### src/rtl/hazard_controller.sv
// Hazard controller for the 5-stage F/D/E/M/W pipeline: shadow E/M/W control state,
// operand forwarding selects, load-use stalls, taken-branch flushes and a hazard counter.
module hazard_controller #(
  parameter int LOAD_STALL_CYCLES   = 1,
  parameter int BRANCH_FLUSH_CYCLES = 1,
  parameter int CNT_W               = 16
) (
  input  logic             clk,
  input  logic             rst,
  input  logic             valid_d,
  input  logic [3:0]       ra1_d,
  input  logic [3:0]       ra2_d,
  input  logic [3:0]       wa_d,
  input  logic             reg_write_d,
  input  logic             mem_reg_d,
  input  logic             no_write_d,
  input  logic             branch_taken_d,
  output logic             stall_f,
  output logic             stall_d,
  output logic             flush_d,
  output logic             flush_e,
  output logic [1:0]       forward_a_e,
  output logic [1:0]       forward_b_e,
  output logic [CNT_W-1:0] hazard_count
);

  localparam logic [1:0] LS_INIT = (LOAD_STALL_CYCLES > 1) ? 2'(LOAD_STALL_CYCLES - 2) : 2'd0;
  localparam logic [1:0] BF_INIT = (BRANCH_FLUSH_CYCLES > 1) ? 2'(BRANCH_FLUSH_CYCLES - 2) : 2'd0;

  typedef enum logic [1:0] {RUN = 2'd0, LSTALL = 2'd1, BFLUSH = 2'd2} state_t;

  // r15 reads as PC+8, so it is never a forwarding target.
  function automatic logic [1:0] fwd_sel(
    input logic [3:0] ra,
    input logic       m_v,
    input logic [3:0] m_wa,
    input logic       m_rw,
    input logic       m_mr,
    input logic       w_v,
    input logic [3:0] w_wa,
    input logic       w_rw
  );
    logic [1:0] sel;
    sel = 2'b00;
    if (ra != 4'hF) begin
      if (m_v && m_rw && !m_mr && (m_wa == ra))
        sel = 2'b10;
      else if (w_v && w_rw && (w_wa == ra))
        sel = 2'b01;
    end
    return sel;
  endfunction

  state_t     state;
  logic [1:0] cnt;

  logic       vld_p0, vld_p1, vld_p2;
  logic [3:0] wa_p0, ra1_p0, ra2_p0;
  logic       rw_p0, mr_p0;
  logic [3:0] wa_p1;
  logic       rw_p1, mr_p1;
  logic [3:0] wa_p2;
  logic       rw_p2;

  logic rw_d_eff, lu, br, stall;

  assign rw_d_eff = reg_write_d & ~no_write_d;
  assign lu = valid_d & vld_p0 & mr_p0 & rw_p0 & ((wa_p0 == ra1_d) | (wa_p0 == ra2_d));
  assign br = valid_d & branch_taken_d;

  // Stall/flush decode is Mealy so a load-use is held in the same cycle it is seen in D.
  always_comb begin
    stall   = 1'b0;
    flush_d = 1'b0;
    flush_e = 1'b0;
    case (state)
      RUN: begin
        if (lu) begin
          stall   = 1'b1;
          flush_e = 1'b1;
        end else if (br) begin
          flush_d = 1'b1;
        end
      end
      LSTALL: begin
        stall   = 1'b1;
        flush_e = 1'b1;
      end
      BFLUSH: begin
        flush_d = 1'b1;
        flush_e = 1'b1;
      end
      default: ;
    endcase
  end

  assign stall_f = stall;
  assign stall_d = stall;

  assign forward_a_e = fwd_sel(ra1_p0, vld_p1, wa_p1, rw_p1, mr_p1, vld_p2, wa_p2, rw_p2);
  assign forward_b_e = fwd_sel(ra2_p0, vld_p1, wa_p1, rw_p1, mr_p1, vld_p2, wa_p2, rw_p2);

  always_ff @(posedge clk) begin
    if (rst) begin
      state        <= RUN;
      cnt          <= 2'd0;
      vld_p0       <= 1'b0;
      vld_p1       <= 1'b0;
      vld_p2       <= 1'b0;
      hazard_count <= '0;
    end else begin
      vld_p0 <= valid_d & ~flush_e;
      vld_p1 <= vld_p0;
      vld_p2 <= vld_p1;

      case (state)
        RUN: begin
          if (lu) begin
            if (LOAD_STALL_CYCLES > 1) begin
              state <= LSTALL;
              cnt   <= LS_INIT;
            end
          end else if (br) begin
            if (BRANCH_FLUSH_CYCLES > 1) begin
              state <= BFLUSH;
              cnt   <= BF_INIT;
            end
          end
        end
        LSTALL, BFLUSH: begin
          if (cnt == 2'd0)
            state <= RUN;
          else
            cnt <= cnt - 2'd1;
        end
        default: state <= RUN;
      endcase

      if ((stall | flush_d) && (hazard_count != {CNT_W{1'b1}}))
        hazard_count <= hazard_count + 1'b1;
    end
  end

  // D -> E (bubble on flush_e), E -> M, M -> W shadow fields.
  always_ff @(posedge clk) begin
    if (flush_e) begin
      wa_p0  <= 4'd0;
      rw_p0  <= 1'b0;
      mr_p0  <= 1'b0;
      ra1_p0 <= 4'd0;
      ra2_p0 <= 4'd0;
    end else begin
      wa_p0  <= wa_d;
      rw_p0  <= rw_d_eff;
      mr_p0  <= mem_reg_d;
      ra1_p0 <= ra1_d;
      ra2_p0 <= ra2_d;
    end
    wa_p1 <= wa_p0;
    rw_p1 <= rw_p0;
    mr_p1 <= mr_p0;
    wa_p2 <= wa_p1;
    rw_p2 <= rw_p1;
  end

endmodule

### config.mk
export PLATFORM = sky130hd
export DESIGN_NAME = hazard_controller
export DESIGN_NICKNAME = d
export VERILOG_FILES = /design/src/rtl/hazard_controller.sv
export SDC_FILE = /design/constraint.sdc
export NUM_CORES = 1
export LEC_CHECK = 0
export BUFFER_PORTS_ARGS = -buffer_cell sky130_fd_sc_hd__buf_2
export CORE_MARGIN = 4
export CORE_UTILIZATION = 53
export CTS_CLUSTER_DIAMETER = 100
export DETAILED_ROUTE_END_ITERATION = 8
export PLACE_DENSITY = 0.77
export REMOVE_ABC_BUFFERS = 1
export SYNTH_ARGS = -nofsm -noshare
export SYNTH_HDL_FRONTEND = slang
export SYNTH_SLANG_ARGS = --single-unit
export TNS_END_PERCENT = 100
### constraint.sdc
create_clock -name clk -period 2 [get_ports clk]
set_input_delay 0.2 -clock clk [delete_from_list [all_inputs] [get_ports clk]]
set_output_delay 0.2 -clock clk [all_outputs]
set_load 0.02 [all_outputs]
==> parameters.txt, run 1 <==
Parameter                              Value

Status
  Status ... finished clean

Floorplanning
  Std-Cell Rows ... 21
  Die height ... 68.9 um
  Die footprint ... 4740 sq um
  Number of top-level design ports ... 43
  Die width ... approximately 70 um
  Starting density of the core ... between 50% and 60%
  CORE AREA ... 3470 sq um

Logic synthesis
  Share of the yosys chip area belonging to registers ... 44.9%
  Number of instances in the synthesized netlist ... 208
  Cell taking the most area after synthesis ... sky130_fd_sc_hd__dfxtp_1
  Warnings, synthesis ... 0
  Synthesized area per cell ... 9.44 sq um
  Proportion of netlist area held by the largest area contributor ... 44.9%
  Synth top area cells ... sky130_fd_sc_hd__dfxtp_1 45%, sky130_fd_sc_hd__xor2_1 9.8%, sky130_fd_sc_hd__and2_1 4.1%
  Total of flip-flops plus latches after synthesis ... 44
  Post-synth cell types ... 41
  Area of the mapped netlist ... 1960 sq um

Worst setup path
  Number of cells on the worst reg-to-reg path ... 9
  Data required time of the critical path ... ~2.2 ns
  CP max FO ... 6
  Critical path's most frequent cell ... sky130_fd_sc_hd__buf_4
  Element type at the critical path end ... flip-flop
  R2r setup slk ... 0.01 ns
  Buffers and inverters on the worst path ... 4
  Critical path startpoint category ... flip-flop
  RR Startpoint ... wa_p0[1]$_SDFF_PP0_
  Cells along the critical path ... xor2_2 > nor4_2 > o21bai_1 > buf_6 > clkinvlp_4 > buf_4 > buf_4 > nor2_1 > o41ai_1
  Slowest Stage Delay on Critical Path ... 0.38 ns
  Critical path class ... reg2reg
  Largest delay contributor family on the critical path ... buffers and inverters
  Cell with the biggest individual delay on the critical path ... sky130_fd_sc_hd__dfxtp_4
  Data arrival time of the critical path ... 2.19 ns
  Worst reg2reg path endpoint ... hazard_count[15]$_SDFFE_PP0P_

CTS
  Skew-Pair Late Insertion Delay ... 0.30 ns
  Clock-pin slew reported for the worst setup and hold paths after clock tree synthesis ... 0.09 ns
  Hold Buf Count CTS ... 0
  Num Clock Sinks ... 44
  TritonCTS clock tree ... yes
  Number of buffers added by the clock tree synthesis step ... 5
  Clock root buffer master ... sky130_fd_sc_hd__clkbuf_8
  H-tree Lvls ... 2
  Deepest clock path buffer count ... 2

Global route
  Via count of the first global-routing pass ... 1,631
  Overall Global Routing Usage ... 20.6%
  Maximum number of pins on one net before global-route repair ... 30
  First-pass GRT wire length ... 7.19 mm
  Initial antenna violation count ... 0
  Total overflow reported by the global router ... 0

STA
  Clock period minus final worst setup slack ... 1.99 ns
  Relative slew slack ... 66.0%
  Setup repair after global routing missed its margin ... yes
  Maximum achievable frequency ... 504 MHz
  Worst clock skew on the final layout ... 0.00448 ns
  Number of failing setup endpoints in the final timing report ... 0
  Setup TNS ... 0 ns
  Crit share post-route ... 99.3%
  Final Max Tran Viols ... 0
  Total count of hold-check failures in the final report ... 0
  Slew at the pin closest to its max-slew limit ... a little over 0.5 ns
  WHS ... 0.0491 ns

Run
  Number of violations of the max-capacitance limit ... 0

Place
  Final estimated routing congestion in global placement ... ~0.83
  Detailed placement HPWL ... 3.15 mm
  Area of placed instances ... 2240 sq um
  Input/output buffers ... 42
  Instance count after placement with tap cells included ... 294

Power and ir drop
  Leakage Power ... ~1.1 nW
  Total power density per cell area ... approximately 710 nW/um^2
  Maximum ir drop on the vdd rail ... 0.397 mV
  Overall power consumption ... 0.00181 W

Layout
  Synthesis-to-layout area growth ... 30.4%
  Total number of nets in the final design ... 286
  Antenna diodes ... 0
  Number of filler instances in the final layout ... 258
  Final non-filler cell total ... ~310
  Cell area after layout ... 2560 sq um
  Share of layout cells above drive strength 1 ... around two fifths

Worst hold path
  Number of instances on the worst hold path ... 2
  Class of the most critical hold timing path ... in2reg
  Hold worst-path end ... rw_p0$_SDFF_PP0_
  Startpoint of the worst hold path ... no_write_d

Route
  Via/cell ratio ... between 5 and 6
  Count of routing violations after the opening detailed-route iteration ... between 100 and 150
  Average detailed-routed wire length per instance ... 15.8 um
  Number of design rule violations left after detail routing ... 0
  Detailed-router iteration count before antenna repair ... 4
  Routed via count ... 1,740
  Final Routed Wirelength ... 4.96 mm
  Antenna violation net count after detailed routing ... 0
cells in the final DEF, fill, tap and decap left out, drive strengths merged, types with 2 or more instances in the layout:
| cell | instances |
|---|---|
| inv | 3 |
| nor2 | 14 |
| o21ai | 6 |
| nand2 | 12 |
| nor4 | 8 |
| clkinvlp | 2 |
| nor2b | 13 |
| or4 | 2 |
| a21oi | 4 |
| and2 | 17 |
| xor2 | 22 |
| dfxtp | 44 |
| a41oi | 2 |
| mux2 | 10 |
| nor3 | 2 |
| nand3 | 8 |
| a211oi | 6 |
| nor3b | 2 |
| and3 | 6 |
| buf | 60 |
| clkbuf | 5 |
| nand4 | 5 |
worst reg2reg max path: stages (launching register included):
cell and delay, ns:
sky130_fd_sc_hd__dfxtp_4 0.38, sky130_fd_sc_hd__xor2_2 0.16, sky130_fd_sc_hd__nor4_2 0.33, sky130_fd_sc_hd__o21bai_1 0.14, sky130_fd_sc_hd__buf_6 0.16, sky130_fd_sc_hd__clkinvlp_4 0.11, sky130_fd_sc_hd__buf_4 0.12, sky130_fd_sc_hd__buf_4 0.12
sky130_fd_sc_hd__nor2_1 0.06, sky130_fd_sc_hd__o41ai_1 0.30
logic make-up (layout without fill, tap and decap cells):
group | Yosys count | after routing | synth area share [%]
adder cells (fa/ha/maj) | 1 | 1 | 0.637
AO/OA/AOI/OAI | 26 | 26 | 9.05
buffers and inverters | 13 | 72 | 3.38
AND/OR/NAND/NOR | 92 | 92 | 26.5
multiplexers | 10 | 10 | 5.74
flip-flops | 44 | 44 | 44.9
XOR/XNOR | 22 | 22 | 9.81
cell type report:
class | count | area [sq um] | area share (%)
multi-input combinational | 151 | 1110 | 43.4
sequential | 44 | 891 | 34.8
timing repair buffer | 61 | 370 | 14.5
clock buffer | 5 | 68.8 | 2.69
tap | 46 | 57.6 | 2.25
clock inverter | 3 | 46.3 | 1.81
inverter | 3 | 15.0 | 0.587
flip-flops by register name, summed over array words and instances, names as in the netlist, 4 cells and up:
register      flops
hazard_count     16
ra1_p0            4
ra2_p0            4
wa_p0             4
wa_p1             4
wa_p2             4
per-layer routing:
metal / wire length [um] / GRT usage [%] / vias up
met5: 0 / 0 / -
met4: 106 / 9.00 / 0
met3: 240 / 4.05 / 11
met2: 2610 / 35.4 / 58
met1: 2000 / 24.8 / 835
li1: - / - / 836
through the flow:
| stage | util, % | setup slack, ns |
|---|---|---|
| 6_report | 73.8 | 0.0145 |
| 5_1_grt | 73.8 | -0.0615 |
| 4_1_cts | 69.7 | 0.0200 |
| 3_3_place_gp | 64.5 | 0.100 |
| 2_1_floorplan | - | -0.431 |
| 3_5_place_dp | 64.5 | 0.0151 |
report_power, final:
part           internal [W]  switching [W]  leakage, nW
logic             0.0000745      0.0000837        0.692
registers          0.000908      0.0000325        0.365
clock network      0.000376       0.000331       0.0548
cells in the mapped netlist (all sizes together):
| library cell | number |
|---|---|
| o31ai | 1 |
| inv | 3 |
| xor2 | 22 |
| or4 | 2 |
| nor2b | 13 |
| clkbuf | 4 |
| o21a | 1 |
| o41ai | 1 |
| o211ai | 1 |
| mux2 | 10 |
| nand3 | 8 |
| nand2b | 1 |
| nor3 | 2 |
| o221ai | 1 |
| buf | 6 |
| nor4 | 8 |
| and3 | 6 |
| and4 | 1 |
| ha | 1 |
| or3 | 1 |
| o31a | 1 |
| o311ai | 1 |
| nand2 | 12 |
| nor3b | 2 |
| o21ai | 6 |
| a211oi | 6 |
| o21bai | 1 |
| a21oi | 4 |
| a41oi | 2 |
| and2 | 17 |
| nand4 | 5 |
| dfxtp | 44 |
| nor2 | 14 |
worst max-delay path by stage:
stage	startpoint	to	slack [ns]	cells after the start
detailed placement	wa_p0[0]$_SDFF_PP0_	hazard_count[7]$_SDFFE_PP0P_	0.02	6
finish	wa_p0[1]$_SDFF_PP0_	hazard_count[15]$_SDFFE_PP0P_	0.01	9
floorplan	wa_p0[1]$_SDFF_PP0_	flush_d	-0.43	5
CTS	wa_p0[2]$_SDFF_PP0_	hazard_count[10]$_SDFFE_PP0P_	0.02	7
global placement	wa_p0[0]$_SDFF_PP0_	hazard_count[7]$_SDFFE_PP0P_	0.10	6
global route	wa_p0[1]$_SDFF_PP0_	hazard_count[15]$_SDFFE_PP0P_	-0.06	9
what timing repair did:
action,CTS,global route
buffers inserted,6,4
resized for setup,5,23
gates cloned,0,1
endpoints found under the setup margin,5,15
pin swaps,2,11
Note: power is estimated with default switching activity, not from simulation.
==> run 2, diff against run 1 <==
--- a/config.mk
+++ b/config.mk
@@ -6,11 +6,12 @@
 export NUM_CORES = 1
 export LEC_CHECK = 0
 export BUFFER_PORTS_ARGS = -buffer_cell sky130_fd_sc_hd__buf_2
+export CORE_ASPECT_RATIO = 0.8
 export CORE_MARGIN = 4
-export CORE_UTILIZATION = 53
+export CORE_UTILIZATION = 57
 export CTS_CLUSTER_DIAMETER = 100
 export DETAILED_ROUTE_END_ITERATION = 8
-export PLACE_DENSITY = 0.77
+export PLACE_DENSITY = 0.82
 export REMOVE_ABC_BUFFERS = 1
 export SYNTH_ARGS = -nofsm -noshare
 export SYNTH_HDL_FRONTEND = slang
==> constraint.sdc (replaced) <==
create_clock -name clk -period 2.4 [get_ports clk]
set_input_delay 0.24 -clock clk [delete_from_list [all_inputs] [get_ports clk]]
set_output_delay 0.24 -clock clk [all_outputs]
set_load 0.02 [all_outputs]
==> parameters.txt, run 2 (same netlist as run 1, synthesis figures left out) <==
Parameter                              Value

Status
  Status ... finished clean (unchanged)

STA
  Crit share post-route ... between 90 and 100%
  Slew at the pin closest to its max-slew limit ... 1.06 ns (was 0.510 ns)
  Clock period minus final worst setup slack ... about 2.2 ns
  Setup repair after global routing missed its margin ... no (was yes)
  Relative slew slack ... 28.5% (was 66.0%)
  Total count of hold-check failures in the final report ... 0 (unchanged)
  Maximum achievable frequency ... 456 MHz
  Number of failing setup endpoints in the final timing report ... 0 (unchanged)
  Final Max Tran Viols ... 0 (unchanged)
  Setup TNS ... 0 ns (unchanged)
  Worst clock skew on the final layout ... 0.00434 ns (was 0.00448 ns)

Route
  Average detailed-routed wire length per instance ... 14.3 um (was 15.8 um)
  Final Routed Wirelength ... 4.16 mm (was 4.96 mm)
  Antenna violation net count after detailed routing ... 0 (unchanged)
  Detailed-router iteration count before antenna repair ... 4 (unchanged)
  Via/cell ratio ... 5.60 (was 5.56)
  Routed via count ... 1,630 (was 1,740)
  Number of design rule violations left after detail routing ... 0 (unchanged)
  Count of routing violations after the opening detailed-route iteration ... 60 (was 125)

CTS
  Number of buffers added by the clock tree synthesis step ... 5 (unchanged)
  Setup bufs post-CTS ... 0 (was 6)
  Clock-pin slew reported for the worst setup and hold paths after clock tree synthesis ... 0.07 ns (was 0.09 ns)
  Clock root buffer master ... sky130_fd_sc_hd__clkbuf_8 (unchanged)
  Hold Buf Count CTS ... 0 (unchanged)
  H-tree Lvls ... 2 (unchanged)
  Skew-Pair Late Insertion Delay ... 0.30 ns (about the same)
  TritonCTS clock tree ... yes (unchanged)
  Num Clock Sinks ... 44 (unchanged)
  Number of gates resized after cts ... 0 (was 5)
  Deepest clock path buffer count ... 2 (unchanged)

Worst setup path
  Data required time of the critical path ... 2.16 ns (was 2.20 ns)
  Slowest Stage Delay on Critical Path ... 0.38 ns (about the same)
  Number of cells on the worst reg-to-reg path ... 5 (was 9)
  Cell with the biggest individual delay on the critical path ... sky130_fd_sc_hd__nor4_1 (was sky130_fd_sc_hd__dfxtp_4)
  Cells along the critical path ... xor2_1 > nor4_1 > o21bai_1 > buf_4 > inv_1 > nor2_1 > buf_2 (was xor2_2 > nor4_2 > o21bai_1 > buf_6 > clkinvlp_4 > buf_4 > buf_4 > nor2_1 > o41ai_1)
  Critical path class ... reg2out (was reg2reg)
  CP max FO ... 12 (was 6)
  Element type at the critical path end ... output port (was flip-flop)
  Data arrival time of the critical path ... 1.95 ns (was 2.19 ns)
  Critical path startpoint category ... flip-flop (unchanged)

Layout
  Final core utilization ... 71.9% (was 73.8%)
  Total number of nets in the final design ... 270 (was 286)
  Largest register FFs ... 16 (unchanged)
  Final non-filler cell total ... 291 (was 313)
  Antenna diodes ... 0 (unchanged)
  Leading cell types in the layout, fill and taps excluded ... 44 x sky130_fd_sc_hd__dfxtp_1, 42 x sky130_fd_sc_hd__buf_2, 22 x sky130_fd_sc_hd__xor2_1 (was 41 x sky130_fd_sc_hd__buf_2, 40 x sky130_fd_sc_hd__dfxtp_1, 18 x sky130_fd_sc_hd__xor2_1)
  Most common cell after layout, fill and taps aside ... sky130_fd_sc_hd__dfxtp_1 (was sky130_fd_sc_hd__buf_2)
  Flip-flop and latch area ... 881 sq um (was 891 sq um)
  Number of filler instances in the final layout ... 259 (was 258)
  Synthesis-to-layout area growth ... 17.1% (was 30.4%)
  Area of the multi-input gates ... 1020 sq um (was 1110 sq um)
  Most flops, register ... hazard_count (unchanged)
  Share of layout cells above drive strength 1 ... 26.3% (was 38.2%)

Global route
  Overall Global Routing Usage ... 20.6% (about the same)
  Total overflow reported by the global router ... 0 (unchanged)
  Initial antenna violation count ... 0 (unchanged)
  Maximum number of pins on one net before global-route repair ... 30 (unchanged)
  Via count of the first global-routing pass ... 1,484 (was 1,631)
  First-pass GRT wire length ... 6.89 mm (was 7.19 mm)

Place
  Detailed placement HPWL ... 3.15 mm (about the same)
  Final estimated routing congestion in global placement ... 0.778 (was 0.828)
  Input/output buffers ... 42 (unchanged)
  Instance count after placement with tap cells included ... 283 (was 294)

Floorplanning
  CORE AREA ... 3200 sq um (was 3470 sq um)
  Number of top-level design ports ... 43 (unchanged)
  Std-Cell Rows ... 18 (was 21)
  Die height ... 60.5 um (was 68.9 um)
  Die footprint ... 4450 sq um (was 4740 sq um)
  Die width ... 73.6 um (was 68.9 um)
  Starting density of the core ... 61.4% (was 56.6%)

Run
  Number of violations of the max-capacitance limit ... 0 (unchanged)

Power and ir drop
  Total power density per cell area ... 623 nW/um^2 (was 705 nW/um^2)
  Leakage Power ... 1.02 nW (was 1.11 nW)
  Maximum ir drop on the vdd rail ... 0.453 mV (was 0.397 mV)

Worst hold path
  Number of instances on the worst hold path ... 2 (unchanged)
  Class of the most critical hold timing path ... in2reg (unchanged)
==> run 2: changes by cell type in the layout (fill, tap and decap cells not counted), sizes merged <==
cell,delta
clkinv,+1
buf,-15
clkbuf,+1
clkdlybuf4s15,-1
clkinvlp,-2
==> run 2: final timing paths <==
check                                 endpoint           startpoint  slack (ns)
setup / recovery                       flush_d  wa_p0[0]$_SDFF_PP0_        0.21
hold / removal                rw_p0$_SDFF_PP0_           no_write_d        0.10
setup reg to reg  hazard_count[4]$_SDFFE_PP0P_  wa_p0[0]$_SDFF_PP0_        0.32
hold reg to reg                  rw_p2$_DFF_P_        rw_p1$_DFF_P_        0.36
==> run 2: metrics by stage <==
stage	power (W)	instance area [sq um]	setup WS, ns	hold WS, ns
after global routing	0.00150	2300	0.0425	0.0898
final	0.00143	2300	0.207	0.100
after CTS	0.00144	2300	0.203	0.0887
after detailed placement	0.000902	2190	0.357	0.336
after floorplan	0.000855	1910	-0.0714	0.309
after global placement	0.000899	2190	0.366	0.339
==> run 2: report_power, final <==
| group | internal, W | total [W] | switching [W] |
|---|---|---|---|
| logic | 0.0000464 | 0.000101 | 0.0000549 |
| clock network | 0.000309 | 0.000546 | 0.000238 |
| registers | 0.000757 | 0.000785 | 0.0000274 |
==> run 2: layout make-up <==
class                           instances  area share (%)
Multi-Input combinational cell        151            44.2
Sequential cell                        44            38.3
Timing Repair Buffer                   45            10.1
Clock buffer                            6            3.16
Tap cell                               40            2.18
Clock inverter                          2            1.52
Inverter                                3           0.490
==> run 2: metal layers <==
metal  up-vias  GRT usage, %  share of wire, %
met5         -             0                 0
met4         0          6.72               1.3
met3         9          8.44               6.8
met2        49          31.9                47
met1       765          26.4                45
li1        807             -                 -
==> run 2: critical path, delay by kind of cell (launching register included) <==
kind | cells | cell delay, ns
AOI/OAI and AO/OA | 1 | 0.15
xor gates and xnor gates | 1 | 0.15
buffers and inverters | 3 | 0.55
DFF | 1 | 0.35
and+or+nand+nor | 2 | 0.45
==> run 3, diff against run 2 <==
--- a/config.mk
+++ b/config.mk
@@ -8,10 +8,11 @@
 export BUFFER_PORTS_ARGS = -buffer_cell sky130_fd_sc_hd__buf_2
 export CORE_ASPECT_RATIO = 0.8
 export CORE_MARGIN = 4
-export CORE_UTILIZATION = 57
-export CTS_CLUSTER_DIAMETER = 100
+export CORE_UTILIZATION = 60
+export CTS_BUF_LIST = sky130_fd_sc_hd__clkbuf_2 sky130_fd_sc_hd__clkbuf_4 sky130_fd_sc_hd__clkbuf_8
+export CTS_CLUSTER_DIAMETER = 50
 export DETAILED_ROUTE_END_ITERATION = 8
-export PLACE_DENSITY = 0.82
+export PLACE_DENSITY = 0.86
 export REMOVE_ABC_BUFFERS = 1
 export SYNTH_ARGS = -nofsm -noshare
 export SYNTH_HDL_FRONTEND = slang
==> parameters.txt, run 3 (same netlist as run 1, synthesis figures left out) <==
Parameter                              Value

STA
  Slew at the pin closest to its max-slew limit ... 1.05 ns (was 1.06 ns)
  Setup repair after global routing missed its margin ... no (unchanged)
  Relative slew slack ... 29.1% (was 28.5%)
  Worst clock skew on the final layout ... 0.00305 ns (was 0.00434 ns)
  Number of failing setup endpoints in the final timing report ... 0 (unchanged)
  WHS ... 0.106 ns (was 0.100 ns)
  Total count of hold-check failures in the final report ... 0 (unchanged)
  Clock period minus final worst setup slack ... 2.19 ns (about the same)
  Crit share post-route ... 91.4% (about the same)
  Maximum achievable frequency ... 456 MHz (about the same)
  Final Max Tran Viols ... 0 (unchanged)

Worst setup path
  Data required time of the critical path ... 2.16 ns (about the same)
  Largest delay contributor family on the critical path ... buffers and inverters (unchanged)
  CP max FO ... 11 (was 12)
  Critical Path Start ... wa_p0[1]$_SDFF_PP0_ (was wa_p0[0]$_SDFF_PP0_)
  Number of cells on the worst reg-to-reg path ... 5 (unchanged)
  Critical path class ... reg2out (unchanged)
  Critical path depth in cells ... 7 (unchanged)
  Cells along the critical path ... xor2_1 > nor4_1 > o21bai_1 > buf_4 > inv_1 > nor2_1 > buf_2 (unchanged)
  RR Startpoint ... wa_p0[1]$_SDFF_PP0_ (was wa_p0[0]$_SDFF_PP0_)
  Slowest Stage Delay on Critical Path ... 0.40 ns (was 0.38 ns)
  Element type at the critical path end ... output port (unchanged)
  Cell with the biggest individual delay on the critical path ... sky130_fd_sc_hd__nor4_1 (unchanged)
  Buffers and inverters on the worst path ... 3 (unchanged)
  Data arrival time of the critical path ... 1.95 ns (about the same)
  Critical path startpoint category ... flip-flop (unchanged)

Run
  Number of violations of the max-capacitance limit ... 0 (unchanged)

Power and ir drop
  Maximum ir drop on the vdd rail ... 0.509 mV (was 0.453 mV)
  Total power density per cell area ... 600 nW/um^2 (was 623 nW/um^2)
  Leakage Power ... 1.01 nW (was 1.02 nW)

Route
  Number of design rule violations left after detail routing ... 0 (unchanged)
  Routed via count ... 1,596 (was 1,630)
  Average detailed-routed wire length per instance ... 14.5 um (was 14.3 um)
  Count of routing violations after the opening detailed-route iteration ... 80 (was 60)
  Via/cell ratio ... 5.48 (was 5.60)
  Final Routed Wirelength ... 4.23 mm (was 4.16 mm)
  Antenna violation net count after detailed routing ... 0 (unchanged)
  Detailed-router iteration count before antenna repair ... 4 (unchanged)

CTS
  Number of buffers added by the clock tree synthesis step ... 5 (unchanged)
  Skew-Pair Late Insertion Delay ... 0.29 ns (was 0.30 ns)
  Clock root buffer master ... sky130_fd_sc_hd__clkbuf_8 (unchanged)
  Deepest clock path buffer count ... 2 (unchanged)
  Hold Buf Count CTS ... 0 (unchanged)
  H-tree Lvls ... 2 (unchanged)
  Setup bufs post-CTS ... 0 (unchanged)
  Num Clock Sinks ... 44 (unchanged)
  Clock-pin slew reported for the worst setup and hold paths after clock tree synthesis ... 0.08 ns (was 0.07 ns)
  TritonCTS clock tree ... yes (unchanged)
  Number of gates resized after cts ... 0 (unchanged)

Global route
  First-pass GRT wire length ... 6.80 mm (was 6.89 mm)
  Overall Global Routing Usage ... 20.6% (about the same)
  Initial antenna violation count ... 0 (unchanged)
  Maximum number of pins on one net before global-route repair ... 30 (unchanged)
  Via count of the first global-routing pass ... 1,511 (was 1,484)
  Total overflow reported by the global router ... 0 (unchanged)

Layout
  Total number of nets in the final design ... 270 (unchanged)
  Most flops, register ... hazard_count (unchanged)
  Largest register FFs ... 16 (unchanged)
  Final core utilization ... 73.6% (was 71.9%)
  Share of layout cells above drive strength 1 ... 26.7% (was 26.3%)
  Synthesis-to-layout area growth ... 16.6% (was 17.1%)
  Leading cell types in the layout, fill and taps excluded ... 44 x sky130_fd_sc_hd__dfxtp_1, 42 x sky130_fd_sc_hd__buf_2, 22 x sky130_fd_sc_hd__xor2_1 (unchanged)
  Final non-filler cell total ... 291 (unchanged)
  Antenna diodes ... 0 (unchanged)
  Most common cell after layout, fill and taps aside ... sky130_fd_sc_hd__dfxtp_1 (unchanged)

Status
  Status ... finished clean (unchanged)

Floorplanning
  Starting density of the core ... 63.2% (was 61.4%)
  Std-Cell Rows ... 18 (unchanged)
  Die footprint ... 4260 sq um (was 4450 sq um)
  Number of top-level design ports ... 43 (unchanged)
  Die height ... 59.2 um (was 60.5 um)
  CORE AREA ... 3110 sq um (was 3200 sq um)
  Die width ... 72.0 um (was 73.6 um)

Place
  Input/output buffers ... 42 (unchanged)
  Instance count after placement with tap cells included ... 283 (unchanged)
  Final estimated routing congestion in global placement ... 0.845 (was 0.778)
  Detailed placement HPWL ... 3.13 mm (was 3.15 mm)

Worst hold path
  Startpoint of the worst hold path ... no_write_d (unchanged)
  Class of the most critical hold timing path ... in2reg (unchanged)
  Number of instances on the worst hold path ... 2 (unchanged)
-- run 3: changes by cell type in the layout (fill, tap and decap cells not counted), sizes merged --
| cell | change |
|---|---|
| clkbuf | +1 |
| clkinvlp | +1 |
| clkinv | -1 |
| bufinv | -1 |
-- run 3: layout make-up --
| type | count | area [sq um] |
|---|---|---|
| clock buffer | 7 | 90.1 |
| clock inverter | 1 | 7.51 |
| fill | 227 | 820 |
| inverter | 3 | 11.3 |
| multi-input combinational | 151 | 1020 |
| sequential | 44 | 881 |
| tap | 40 | 50.0 |
| timing repair buffer | 45 | 233 |
-- run 3: path summary, 6_finish.rpt --
check	to	slack, ns
worst min register to register	mr_p1$_DFF_P_	0.36
worst min-delay path	rw_p0$_SDFF_PP0_	0.11
worst max-delay path	flush_d	0.21
worst max register to register	hazard_count[4]$_SDFFE_PP0P_	0.31
-- run 3: routing by layer --
metal  GRT usage, %  routed length (um)
met1           26.1                1980
met4           8.85                  65
met5              0                   0
met3           4.75                 177
met2           34.0                2010
-- run 3: through the flow --
stage                     power [W]  setup TNS, ns  area, sq um  setup slack, ns
final                       0.00137              0         2290            0.206
after global routing        0.00143              0         2290           0.0439
after detailed placement   0.000905              0         2190            0.292
after floorplan            0.000855        -0.0714         1910          -0.0714
after global placement     0.000898              0         2190            0.378
after CTS                   0.00138              0         2290            0.186
-- run 3: where the power goes --
part | internal, W | switching [W] | leakage [nW]
clock network | 0.000245 | 0.000240 | 0.0479
registers | 0.000757 | 0.0000278 | 0.364
logic | 0.0000466 | 0.0000574 | 0.603
